File: src/rtl/sdram_scheduler_if.sv
// Command/request bundle between the frame-buffer scheduler and its neighbours:
// camera/display request levels in, SDRAM engine command handshake out.
interface sdram_scheduler_if #(
    parameter int ADDR_WIDTH = 22
);
    logic                  wr_req;
    logic                  wr_frame_start;
    logic                  rd_req;
    logic                  rd_frame_start;
    logic                  cmd_valid;
    logic                  cmd_ready;
    logic [1:0]            cmd_op;
    logic [ADDR_WIDTH-1:0] cmd_addr;
    logic                  cmd_done;
    logic                  wr_grant;
    logic                  rd_grant;
    logic                  refresh_overflow;
    logic                  busy;

    modport master (
        input  wr_req, wr_frame_start, rd_req, rd_frame_start, cmd_ready, cmd_done,
        output cmd_valid, cmd_op, cmd_addr, wr_grant, rd_grant, refresh_overflow, busy
    );

    modport slave (
        output wr_req, wr_frame_start, rd_req, rd_frame_start, cmd_ready, cmd_done,
        input  cmd_valid, cmd_op, cmd_addr, wr_grant, rd_grant, refresh_overflow, busy
    );
endinterface

File: src/rtl/sdram_scheduler.sv
// Arbitrates the shared SDRAM frame buffer between camera writes, display reads and
// auto-refresh; one burst command in flight at a time.
module sdram_scheduler #(
    parameter int ADDR_WIDTH         = 22,
    parameter int BURST_LEN          = 8,
    parameter int FRAME_WORDS        = 153600,
    parameter int REFRESH_INTERVAL   = 375,
    parameter int MAX_REFRESH_DEBT   = 8,
    parameter int WRITE_STARVE_LIMIT = 16
) (
    input  logic              sdram_clk,
    input  logic              reset_n,
    sdram_scheduler_if.master bus
);
    localparam int AW = ADDR_WIDTH;
    localparam int TW = $clog2(REFRESH_INTERVAL);
    localparam int DW = $clog2(MAX_REFRESH_DEBT + 1);
    localparam int SW = $clog2(WRITE_STARVE_LIMIT + 1);

    localparam logic [1:0] OP_NONE = 2'd0, OP_RD = 2'd1, OP_WR = 2'd2, OP_REF = 2'd3;

    typedef enum logic [1:0] {S_IDLE, S_ISSUE, S_WAIT} state_t;

    state_t          state_q, state_d;
    logic [1:0]      op_q, op_d;
    logic [AW-1:0]   addr_q, addr_d;
    logic [AW-1:0]   wr_addr_q, rd_addr_q;
    logic [TW-1:0]   tmr_q;
    logic [DW-1:0]   debt_q;
    logic [SW-1:0]   skip_q;
    logic            ovf_q;

    logic hs, tick, ref_done, debt_max;

    assign hs       = (state_q == S_ISSUE) && bus.cmd_ready;
    assign tick     = (tmr_q == TW'(REFRESH_INTERVAL - 1));
    assign ref_done = (state_q == S_WAIT) && bus.cmd_done && (op_q == OP_REF);
    assign debt_max = (debt_q == DW'(MAX_REFRESH_DEBT));

    function automatic logic [AW-1:0] adv(input logic [AW-1:0] a);
        logic [AW-1:0] n;
        n = a + AW'(BURST_LEN);
        return (n == AW'(FRAME_WORDS)) ? '0 : n;
    endfunction

    always_ff @(posedge sdram_clk or negedge reset_n) begin
        if (!reset_n) begin
            state_q <= S_IDLE;
            op_q    <= OP_NONE;
            addr_q  <= '0;
        end else begin
            state_q <= state_d;
            op_q    <= op_d;
            addr_q  <= addr_d;
        end
    end

    // Requests are only looked at in IDLE; the chosen op/addr stay frozen until done.
    always_comb begin
        state_d = state_q;
        op_d    = op_q;
        addr_d  = addr_q;
        unique case (state_q)
            S_IDLE: begin
                op_d   = OP_NONE;
                addr_d = '0;
                if (debt_max) begin
                    op_d = OP_REF;
                end else if (bus.wr_req && (skip_q >= SW'(WRITE_STARVE_LIMIT))) begin
                    op_d   = OP_WR;
                    addr_d = wr_addr_q;
                end else if (bus.rd_req) begin
                    op_d   = OP_RD;
                    addr_d = rd_addr_q;
                end else if (bus.wr_req) begin
                    op_d   = OP_WR;
                    addr_d = wr_addr_q;
                end else if (debt_q != '0) begin
                    op_d = OP_REF;
                end
                state_d = (op_d != OP_NONE) ? S_ISSUE : S_IDLE;
            end
            S_ISSUE: if (bus.cmd_ready) state_d = S_WAIT;
            S_WAIT:  if (bus.cmd_done)  state_d = S_IDLE;
            default: state_d = S_IDLE;
        endcase
    end

    always_comb begin
        bus.cmd_valid        = (state_q == S_ISSUE);
        bus.cmd_op           = (state_q == S_ISSUE) ? op_q : OP_NONE;
        bus.cmd_addr         = (state_q == S_ISSUE) ? addr_q : '0;
        bus.wr_grant         = hs && (op_q == OP_WR);
        bus.rd_grant         = hs && (op_q == OP_RD);
        bus.busy             = (state_q != S_IDLE);
        bus.refresh_overflow = ovf_q;
    end

    always_ff @(posedge sdram_clk or negedge reset_n) begin
        if (!reset_n) begin
            wr_addr_q <= '0;
            rd_addr_q <= '0;
            tmr_q     <= '0;
            debt_q    <= '0;
            skip_q    <= '0;
            ovf_q     <= 1'b0;
        end else begin
            // A frame start overrides the post-handshake advance.
            if (bus.wr_frame_start)         wr_addr_q <= '0;
            else if (hs && op_q == OP_WR)   wr_addr_q <= adv(wr_addr_q);
            if (bus.rd_frame_start)         rd_addr_q <= '0;
            else if (hs && op_q == OP_RD)   rd_addr_q <= adv(rd_addr_q);

            tmr_q <= tick ? '0 : tmr_q + 1'b1;

            unique case ({tick, ref_done})
                2'b10:   if (!debt_max)      debt_q <= debt_q + 1'b1;
                2'b01:   if (debt_q != '0)   debt_q <= debt_q - 1'b1;
                default: ;
            endcase
            if (tick && debt_max) ovf_q <= 1'b1;

            if (hs && op_q == OP_WR)
                skip_q <= '0;
            else if (hs && op_q == OP_RD && bus.wr_req && skip_q < SW'(WRITE_STARVE_LIMIT))
                skip_q <= skip_q + 1'b1;
        end
    end
endmodule

File: src/flat_wrapper.sv
// flat-port wrapper written by rule: the top's interface ports become plain ports
module sdram_scheduler_flat 
#(
    parameter int ADDR_WIDTH         = 22,
    parameter int BURST_LEN          = 8,
    parameter int FRAME_WORDS        = 153600,
    parameter int REFRESH_INTERVAL   = 375,
    parameter int MAX_REFRESH_DEBT   = 8,
    parameter int WRITE_STARVE_LIMIT = 16
)
  (sdram_clk, reset_n, bus_wr_req, bus_wr_frame_start, bus_rd_req, bus_rd_frame_start, bus_cmd_ready, bus_cmd_done, bus_cmd_valid, bus_cmd_op, bus_cmd_addr, bus_wr_grant, bus_rd_grant, bus_refresh_overflow, bus_busy);
  sdram_scheduler_if #(.ADDR_WIDTH(ADDR_WIDTH)) bus_i ();
  input  logic sdram_clk;
  input  logic reset_n;
  input wire logic [$bits(bus_i.wr_req)-1:0] bus_wr_req;
  input wire logic [$bits(bus_i.wr_frame_start)-1:0] bus_wr_frame_start;
  input wire logic [$bits(bus_i.rd_req)-1:0] bus_rd_req;
  input wire logic [$bits(bus_i.rd_frame_start)-1:0] bus_rd_frame_start;
  input wire logic [$bits(bus_i.cmd_ready)-1:0] bus_cmd_ready;
  input wire logic [$bits(bus_i.cmd_done)-1:0] bus_cmd_done;
  output wire logic [$bits(bus_i.cmd_valid)-1:0] bus_cmd_valid;
  output wire logic [$bits(bus_i.cmd_op)-1:0] bus_cmd_op;
  output wire logic [$bits(bus_i.cmd_addr)-1:0] bus_cmd_addr;
  output wire logic [$bits(bus_i.wr_grant)-1:0] bus_wr_grant;
  output wire logic [$bits(bus_i.rd_grant)-1:0] bus_rd_grant;
  output wire logic [$bits(bus_i.refresh_overflow)-1:0] bus_refresh_overflow;
  output wire logic [$bits(bus_i.busy)-1:0] bus_busy;
  assign bus_i.wr_req = bus_wr_req;
  assign bus_i.wr_frame_start = bus_wr_frame_start;
  assign bus_i.rd_req = bus_rd_req;
  assign bus_i.rd_frame_start = bus_rd_frame_start;
  assign bus_i.cmd_ready = bus_cmd_ready;
  assign bus_i.cmd_done = bus_cmd_done;
  assign bus_cmd_valid = bus_i.cmd_valid;
  assign bus_cmd_op = bus_i.cmd_op;
  assign bus_cmd_addr = bus_i.cmd_addr;
  assign bus_wr_grant = bus_i.wr_grant;
  assign bus_rd_grant = bus_i.rd_grant;
  assign bus_refresh_overflow = bus_i.refresh_overflow;
  assign bus_busy = bus_i.busy;
  sdram_scheduler #(.ADDR_WIDTH(ADDR_WIDTH), .BURST_LEN(BURST_LEN), .FRAME_WORDS(FRAME_WORDS), .REFRESH_INTERVAL(REFRESH_INTERVAL), .MAX_REFRESH_DEBT(MAX_REFRESH_DEBT), .WRITE_STARVE_LIMIT(WRITE_STARVE_LIMIT)) u_core (.sdram_clk(sdram_clk), .reset_n(reset_n), .bus(bus_i));
endmodule
File: config.mk
export PLATFORM = sky130hd
export DESIGN_NAME = sdram_scheduler_flat
export DESIGN_NICKNAME = d
export VERILOG_FILES = /design/src/rtl/sdram_scheduler_if.sv /design/src/rtl/sdram_scheduler.sv /design/src/flat_wrapper.sv
export SDC_FILE = /design/constraint.sdc
export NUM_CORES = 1
export LEC_CHECK = 0
export ABC_CLOCK_PERIOD_IN_PS = 3300
export BUFFER_PORTS_ARGS = -buffer_cell sky130_fd_sc_hd__buf_4
export CAP_MARGIN = 40
export CORE_MARGIN = 3
export CORE_UTILIZATION = 61
export DETAILED_ROUTE_END_ITERATION = 16
export MAX_ROUTING_LAYER = met4
export PLACE_DENSITY = 0.78
export SETUP_SLACK_MARGIN = 0.15
export SKIP_CTS_REPAIR_TIMING = 1
export SYNTH_ARGS = -nofsm -noshare
export SYNTH_HDL_FRONTEND = slang
export SYNTH_SLANG_ARGS = --single-unit
File: constraint.sdc
create_clock -name sdram_clk -period 3.3 [get_ports sdram_clk]
set_clock_uncertainty 0.2 [all_clocks]
set_input_delay 0.495 -clock sdram_clk [delete_from_list [all_inputs] [get_ports sdram_clk]]
set_output_delay 0.495 -clock sdram_clk [all_outputs]
set_load 0.005 [all_outputs]
After elaboration in Yosys (flattened, before gate mapping)
Index checks and enable logic that the tools add are counted.
Word-level totals
  register bits: 89
  output and inout bits: 29
Cells by class
  $add $sub $neg: 6
  magnitude comparators: 2
  equal/unequal tests: 15
  mux-type cells: 28
  reductions and logical operators: 19
Operators by type and width (count)
  two-way mux 22 bit: 11
  adder 22 x 4 -> 22 bit, second input constant: 2
  equality test 22 x 18 -> 1 bit, second input constant: 2
  two-way mux 2 bit: 9
  nonzero test 2 bit: 6
  two-way mux 5 bit: 2
  adder 9 x 1 -> 9 bit, second input constant: 1
  equality test 9 bit, second input constant: 1
  logical AND 1 bit: 9
  two-way mux 9 bit: 1
  equality test 2 bit, second input constant: 4
  two-way mux 4 bit: 2
  one-hot mux 4 bit (2 select lines): 1
  equality test 2 x 1 -> 1 bit, second input constant: 3
  inequality test 2 bit, second input constant: 3
  one-hot mux 2 bit (3 select lines): 1
  adder 5 x 1 -> 5 bit, second input constant: 1
  >= comparator 5 bit, second input constant: 1
  < comparator 5 bit, second input constant: 1
  adder 4 x 1 -> 4 bit, second input constant: 1
  equality test 4 bit, second input constant: 1
  nonzero test 4 bit: 1
  subtractor 4 x 1 -> 4 bit, second input constant: 1
  AND reduction 3 bit: 1
  other kinds (4): 4

Longest topological paths before layout
Gate-level depths: netlist of the first run.
  depth in word-level cells: 10
  gate-level depth with buffers: 13

Worst setup path after synthesis of the first run
OpenSTA, ideal clock, no wires.
  path type: register to register
  start point: register u_core.tmr_q[3]
  end point: register u_core.debt_q[3]
  arrival time: 2.273 ns
  required time: 2.970 ns
  slack: 0.697 ns
  cell stages (with the launch flop): 13
  buffers on the path: 1
  clock period less this slack: 2.603 ns
  path through: dfrtp_1 nor3b_1 nand3_1 nor2_1 clkbuf_1 inv_1 ha_1 ha_1 a21o_1 a21oi_1 xnor2_1 nand2_1 xnor2_1
Between the ends
  cells in the longest elaborated chain, start to end: 4
Ends and longest elaborated chain
  start: declaration: RTL line sdram_scheduler.sv:28  | logic [TW-1:0] tmr_q;
  start signal: assignment: RTL line sdram_scheduler.sv:114  | tmr_q <= tick ? '0 : tmr_q + 1'b1;
  equality test 9 bit *: RTL line sdram_scheduler.sv:36  | assign tick = (tmr_q == TW'(REFRESH_INTERVAL - 1));
  equality test 2 x 1 -> 1 bit / equality test 2 bit (equally long branches): RTL line sdram_scheduler.sv:116  | unique case ({tick, ref_done})
  inequality test 2 x 1 -> 1 bit (no source line) (tied with other cells)
  AND reduction 3 bit (no source line)
  end signal: assignment: RTL line sdram_scheduler.sv:117  | 2'b10: if (!debt_max) debt_q <= debt_q + 1'b1;
  end signal: assignment: RTL line sdram_scheduler.sv:118  | 2'b01: if (debt_q != '0) debt_q <= debt_q - 1'b1;
  end: declaration: RTL line sdram_scheduler.sv:29  | logic [DW-1:0] debt_q;
Mark *: on every way between the ends. The rest lies on a longest branch, timed or not.
A chain may end at the register's enable or synchronous reset.

Worst setup path in the final report of the first run
  start point: register u_core.wr_addr_q[3]
  end point: register u_core.wr_addr_q[17]
Between the ends
  cells in the longest elaborated chain, start to end: 5
Ends and longest elaborated chain
  start: declaration: RTL line sdram_scheduler.sv:27  | logic [AW-1:0] wr_addr_q, rd_addr_q;
  start signal: assignment: RTL line sdram_scheduler.sv:110  | else if (hs && op_q == OP_WR) wr_addr_q <= adv(wr_addr_q);
  adder 22 x 4 -> 22 bit *: RTL line sdram_scheduler.sv:42  | n = a + AW'(BURST_LEN);
  equality test 22 x 18 -> 1 bit: RTL line sdram_scheduler.sv:43  | return (n == AW'(FRAME_WORDS)) ? '0 : n;
  two-way mux 22 bit *: RTL line sdram_scheduler.sv:43
  two-way mux 22 bit *: RTL line sdram_scheduler.sv:110
  two-way mux 22 bit *: RTL line sdram_scheduler.sv:109  | if (bus.wr_frame_start) wr_addr_q <= '0;
Mark *: on every way between the ends. The rest lies on a longest branch, timed or not. The select of a mux whose other input is x is not followed.

==> flow_summary.json, run 1 <==
{
  "outcome": "finished, final reports clean",
  "ff2ff_path_depth": 7,
  "maxCapViolCount": 0,
  "critPathRequiredTime_ns": 3.36,
  "grt_pass1_wl_um": 18700,
  "synth_xor_area_frac": 0.0826,
  "synth_area_leaders": "dfrtp_1, nor2_1, xor2_1, nand2_1, xnor2_1",
  "cts_buffers": 9,
  "io_buffers": 33,
  "ios": 37,
  "p_per_area_nw_per_um2": 477,
  "yosys.area_share.simple": 0.271,
  "hpwl_um": 8120,
  "ys_ff_latch": 80,
  "yosysWarningCount": 0,
  "grtUsageTotal": 0.273,
  "p_sw_uw": 836,
  "dr.pass1.iters": 6,
  "synth_edf_count": 0,
  "clockBufferDepth": 2,
  "synth_top_family_by_area": "simple AND/OR/NAND/NOR gates",
  "cp.arrival_ns": 2.79,
  "final_nets": 574,
  "rsz0062_at_grt": "no",
  "syn_area_um2": 4870,
  "startpoint_type": "register",
  "root_buffer": "clkbuf_8",
  "worstSetupPathType": "reg2reg",
  "pwr-share-comb": 0.218,
  "cts_tree": "yes",
  "yosysTopAreaCellShare": 0.411,
  "synth_area_leader_cell": "dfrtp_1",
  "avgSynthCellArea_um2": 8.94,
  "routed_wl_um": 11500,
  "slew_headroom": 0.621,
  "numClockSinks": 80,
  "switching_share": 0.329,
  "synth_mux_area_frac": 0.00616,
  "clkTransAtPathRegs_ns": 0.08,
  "setup_violations": 0,
  "synth_compound_area_frac": 0.143,
  "via_per_inst": 6.14,
  "grt_max_degree": 54,
  "place.gp.congestion": 0.947,
  "leakage_nw": 2.27,
  "die_w_um": 95.4,
  "ant_nets": 0,
  "layout_min_cycle_time_ns": 2.73,
  "critical_path.max_fanout": 7,
  "p_clk_frac": 0.329,
  "power_mw": 2.54,
  "intPower_mw": 1.70,
  "synthArstFlopShare": 1.00,
  "core_um2": 7490,
  "synth_cells": 545,
  "setup_tns_ns": 0,
  "rows": 31,
  "yosysUniqueCellTypes": 68,
  "wire_per_inst_um": 17.4,
  "grt_pass1_vias": 3816,
  "hp-class": "in2reg",
  "htree_levels": 3,
  "finalMaxSlewViolations": 0,
  "yosys.area_share.adder": 0.0272,
  "drt_iter0_markers": 241,
  "endpoint_kind": "register",
  "tightest_slew_ns": 0.567,
  "period_share": 0.828,
  "clock_latency_ns": 0.37,
  "p_seq_frac": 0.453,
  "ys.flop_type": "dfrtp_1",
  "die-height_um": 95.4,
  "die_area_um2": 9100,
  "grt_antenna_before_repair": 0,
  "area_delta_synth_final_pct": 9.32,
  "hold-path-cell-count": 2,
  "initial_core_util": 0.651,
  "num_vias": 4051,
  "final_layout_size_suffix_gt1_frac": 0.137,
  "seq_area_frac_synth": 0.411,
  "fmax_ghz": 0.366,
  "ir_worst_vdd_mv": 0.294,
  "fill_cells": 578,
  "hold_viol": 0,
  "grt_overflow": 0,
  "antenna_cells": 0,
  "final_util": 0.712,
  "drc": 0
}
-- cell usage in the layout, fill, tap and decap left out, types with 3 or more instances in the layout --
cell type  Yosys  routed
a211oi_1       6       6
a21oi_1       14      14
a221oi_1       4       4
a22o_1         3       3
a22oi_1       19      19
and2_1        22      22
and3_1        10      10
and4_1         3       3
buf_4         11      40
clkbuf_8       1      10
conb_1         1       3
dfrtp_1       80      80
ha_1           9       9
inv_1         11      11
mux2i_1        3       3
nand2_1       50      50
nand3_1       24      24
nand3_2        3       3
nand3b_1       3       3
nand4_1       15      15
nor2_1        66      66
nor2b_1        6       6
nor3_1        12      12
nor4_1         3       3
o21ai_0       30      30
o22ai_1        4       4
or2_2          5       5
or3_1          4       4
xnor2_1       18      18
xor2_1        28      28
-- state kept, by name, summed over array words and instances, names as in the netlist --
signal / cells
u_core.addr_q: 19
u_core.bus.refresh_overflow: 1
u_core.debt_q: 4
u_core.op_q: 2
u_core.rd_addr_q: 19
u_core.skip_q: 5
u_core.state_q: 2
u_core.tmr_q: 9
u_core.wr_addr_q: 19
-- final cells by class --
class                      instances  area [um2]  share of cell area
sequential                        80        2000               0.376
inverter                          11        41.3             0.00775
tap                               99         124              0.0232
multi-input combinational        412        2590               0.487
clock inverter                     6        91.3              0.0171
timing repair buffer              42         338              0.0634
clock buffer                      10         138              0.0258
-- cells in the mapped netlist (14+ instances only) --
cell type   n
o21ai_0    30
nand2_1    50
clkbuf_1   20
nand4_1    15
dfrtp_1    80
a22oi_1    19
nand3_1    24
and2_1     22
nor2_1     66
xor2_1     28
a21oi_1    14
xnor2_1    18
-- kinds of logic (layout without fill, tap and decap cells) --
| group | Yosys count | count (layout) |
|---|---|---|
| other | 1 | 3 |
| and+or+nand+nor | 246 | 246 |
| muxes | 3 | 3 |
| xor gates and xnor gates | 46 | 46 |
| buffers and inverters | 55 | 69 |
| AOI/OAI and AO/OA | 104 | 104 |
| DFF | 80 | 80 |
| adders and majority gates | 10 | 10 |
-- path summary, 6_finish.rpt --
kind | startpoint | to | slack [ns]
worst max-delay path | u_core.wr_addr_q[3] | u_core.wr_addr_q[17] | 0.57
worst min-delay path | bus_cmd_ready | u_core.state_q[0] | 0.16
worst max register to register | u_core.wr_addr_q[3] | u_core.wr_addr_q[17] | 0.57
worst min register to register | u_core.addr_q[12] | u_core.addr_q[12] | 0.28
max in group asynchronous | reset_n | u_core.rd_addr_q[13] | 1.93
min in group asynchronous | reset_n | u_core.skip_q[1] | 0.39
-- metrics by stage --
| step | cells | hold WS [ns] | cell area (um2) | setup WS (ns) |
|---|---|---|---|---|
| finish | 660 | 0.157 | 5330 | 0.568 |
| global route | 660 | 0.151 | 5330 | 0.527 |
| CTS | 659 | -0.140 | 5320 | 0.603 |
| detailed placement | 643 | 0.246 | 5090 | 0.607 |
| global placement | 642 | 0.254 | 5060 | 0.701 |
| floorplan | 547 | -0.000591 | 4880 | 0.697 |
-- routing by layer --
metal,global-route usage,vias to the layer above,share of wire
li1,-,1927,-
met1,0.370,1967,0.45
met2,0.429,139,0.48
met3,0.0371,18,0.060
met4,0.0900,0,0.017
met5,-,-,0
-- worst max-delay path, cell delays in order (launching register included) --
cell,delay [ns]
dfrtp_1,0.48
ha_1,0.30
or2_0,0.23
a211oi_1,0.27
o221ai_1,0.14
a211o_1,0.29
or4_4,0.50
a22o_1,0.22
-- power groups by stage --
stage,clock [mW],sequential (mW),combinational (mW)
after CTS,0.839,1.15,0.558
after global routing,0.890,1.16,0.618
final,0.835,1.15,0.554
after floorplan,0,1.13,0.388
after global placement,0,1.16,0.527
after detailed placement,0,1.17,0.554
No activity file was read; power rests on OpenSTA's default activity.
==> run 2, diff against run 1 <==
- ABC_CLOCK_PERIOD_IN_PS: 3300 -> 2600
- clock period: 3.3 -> 2.6 ns (I/O delays scaled with it)
==> run 2 against run 1 <==
Against the previous run:
- final area up 6.4%
- utilization increased by 4.5 points
- first-iteration DRC count grew 56%
- sequential power grew 26%
- count of clock-buffer cells in the layout up 1
- largest cell class unchanged
- largest power group unchanged
==> flow_summary.json, run 2 (same netlist as run 1, synthesis figures left out) <==
{
  "outcome": "finished, final reports clean",
  "numClockSinks": 80,
  "maxCapViolCount": 0,
  "pwr-share-comb": 0.248,
  "critPathMaxStageDelay_ns": 0.50,
  "switching_share": 0.338,
  "worstSetupPathType": "reg2reg",
  "intPower_mw": 2.10,
  "ios": 37,
  "layout_min_cycle_time_ns": 2.49,
  "crit_family": "compound AO/OA/AOI/OAI gates",
  "cp.depth": 7,
  "root_buffer": "clkbuf_8",
  "rsz0062_at_grt": "yes",
  "grtUsageTotal": 0.284,
  "p_clk_frac": 0.294,
  "place_area_um2": 5270,
  "via_per_inst": 6.18,
  "grt_pass1_wl_um": 19600,
  "drc": 0,
  "critPathRequiredTime_ns": 2.64,
  "tightest_slew_ns": 0.600,
  "critical_path.max_fanout": 5,
  "wire_per_inst_um": 17.5,
  "initial_core_util": 0.651,
  "crit_buf_inv": 0,
  "die_w_um": 95.4,
  "period_share": 0.957,
  "hold-path-cell-count": 2,
  "grt_pass1_vias": 3947,
  "final_nets": 608,
  "num_vias": 4290,
  "top_regs": "u_core.addr_q: 19 flops, u_core.rd_addr_q: 19 flops, u_core.wr_addr_q: 19 flops",
  "htree_levels": 3,
  "rows": 31,
  "p_seq_frac": 0.458,
  "slowest_stage": "or4_4",
  "hold_viol": 0,
  "final_util": 0.757,
  "io_buffers": 33,
  "slew_headroom": 0.596,
  "power_mw": 3.17,
  "dr.pass1.iters": 5,
  "die-height_um": 95.4,
  "antenna_cells": 0,
  "clockBufferDepth": 2,
  "final_layout_size_suffix_gt1_frac": 0.225,
  "routed_wl_um": 12200,
  "die_area_um2": 9100,
  "p_sw_mw": 1.07,
  "cts_tree": "yes",
  "fill_cells": 528,
  "final_design_area_no_fill_um2": 5670,
  "hpwl_um": 8380,
  "clock_latency_ns": 0.35,
  "drt_iter0_markers": 375,
  "setup_tns_ns": 0,
  "crit_chain": "ha_4 > or2_0 > a211oi_1 > o221ai_1 > a211o_1 > or4_4 > a22o_1",
  "final_cell_mix": "buf_4, dfrtp_1, nor2_1",
  "ant_nets": 0,
  "startpoint_type": "register",
  "grt_overflow": 0,
  "grt_antenna_before_repair": 0,
  "fmax_ghz": 0.402,
  "endpoint_kind": "register",
  "p_per_area_nw_per_um2": 558,
  "core_um2": 7490,
  "place.gp.congestion": 0.960,
  "ir_worst_vdd_mv": 0.450,
  "cts_buffers": 9,
  "area_delta_synth_final_pct": 16.3,
  "ff2ff_path_depth": 7,
  "cp.arrival_ns": 2.53,
  "setup_violations": 0,
  "clkTransAtPathRegs_ns": 0.08,
  "layout_commonest_cell": "buf_4",
  "hp-class": "in2reg",
  "leakage_nw": 2.43,
  "finalMaxSlewViolations": 0,
  "grt_max_degree": 44
}
==> run 2: cell count changes in the layout (fill, tap and decap cells not counted), moves of 3 or more <==
cell,change
ha_1,-3
nor2_1,-3
dfrtp_2,+11
buf_4,+34
dfrtp_1,-11
nor2_2,+3
==> run 2: area by class of cell <==
| class | count | area, um2 | share of cell area |
|---|---|---|---|
| Sequential cell | 80 | 2020 | 0.356 |
| Multi-Input combinational cell | 412 | 2700 | 0.476 |
| Clock buffer | 11 | 141 | 0.0249 |
| Clock inverter | 5 | 56.3 | 0.00993 |
| Inverter | 11 | 45.0 | 0.00795 |
| Timing Repair Buffer | 76 | 586 | 0.103 |
| Tap cell | 99 | 124 | 0.0218 |
==> run 2: routing by layer <==
metal,wire length [um],global-route usage,up-vias
met1,5330,0.387,2067
met5,0,-,-
met3,716,0.0403,37
met4,334,0.115,0
met2,5780,0.431,175
li1,-,-,2011
==> run 2: power groups by stage <==
stage	clock [mW]	combinational, mW	sequential [mW]
finish	0.931	0.784	1.45
global route	1.00	0.876	1.46
CTS	0.940	0.771	1.44
detailed placement	0	0.767	1.47
global placement	0	0.728	1.46
floorplan	0	0.493	1.43
==> run 2: path summary, 6_finish.rpt <==
| check | from | end | slack [ns] |
|---|---|---|---|
| worst min-delay path | bus_cmd_ready | u_core.state_q[0] | 0.09 |
| max in group asynchronous | reset_n | u_core.rd_addr_q[18] | 1.22 |
| min in group asynchronous | reset_n | u_core.skip_q[0] | 0.35 |
| worst min register to register | u_core.bus.refresh_overflow | u_core.bus.refresh_overflow | 0.28 |
| worst max register to register | u_core.wr_addr_q[4] | u_core.wr_addr_q[17] | 0.11 |
| worst max-delay path | u_core.wr_addr_q[4] | u_core.wr_addr_q[17] | 0.11 |
==> run 2: through the flow <==
step / setup WS (ns) / cells / hold WS, ns
finish: 0.112 / 694 / 0.0920
global route: 0.0179 / 694 / 0.0793
CTS: 0.119 / 683 / -0.176
detailed placement: 0.136 / 667 / 0.196
global placement: 0.151 / 667 / 0.191
floorplan: 0.167 / 547 / -0.106
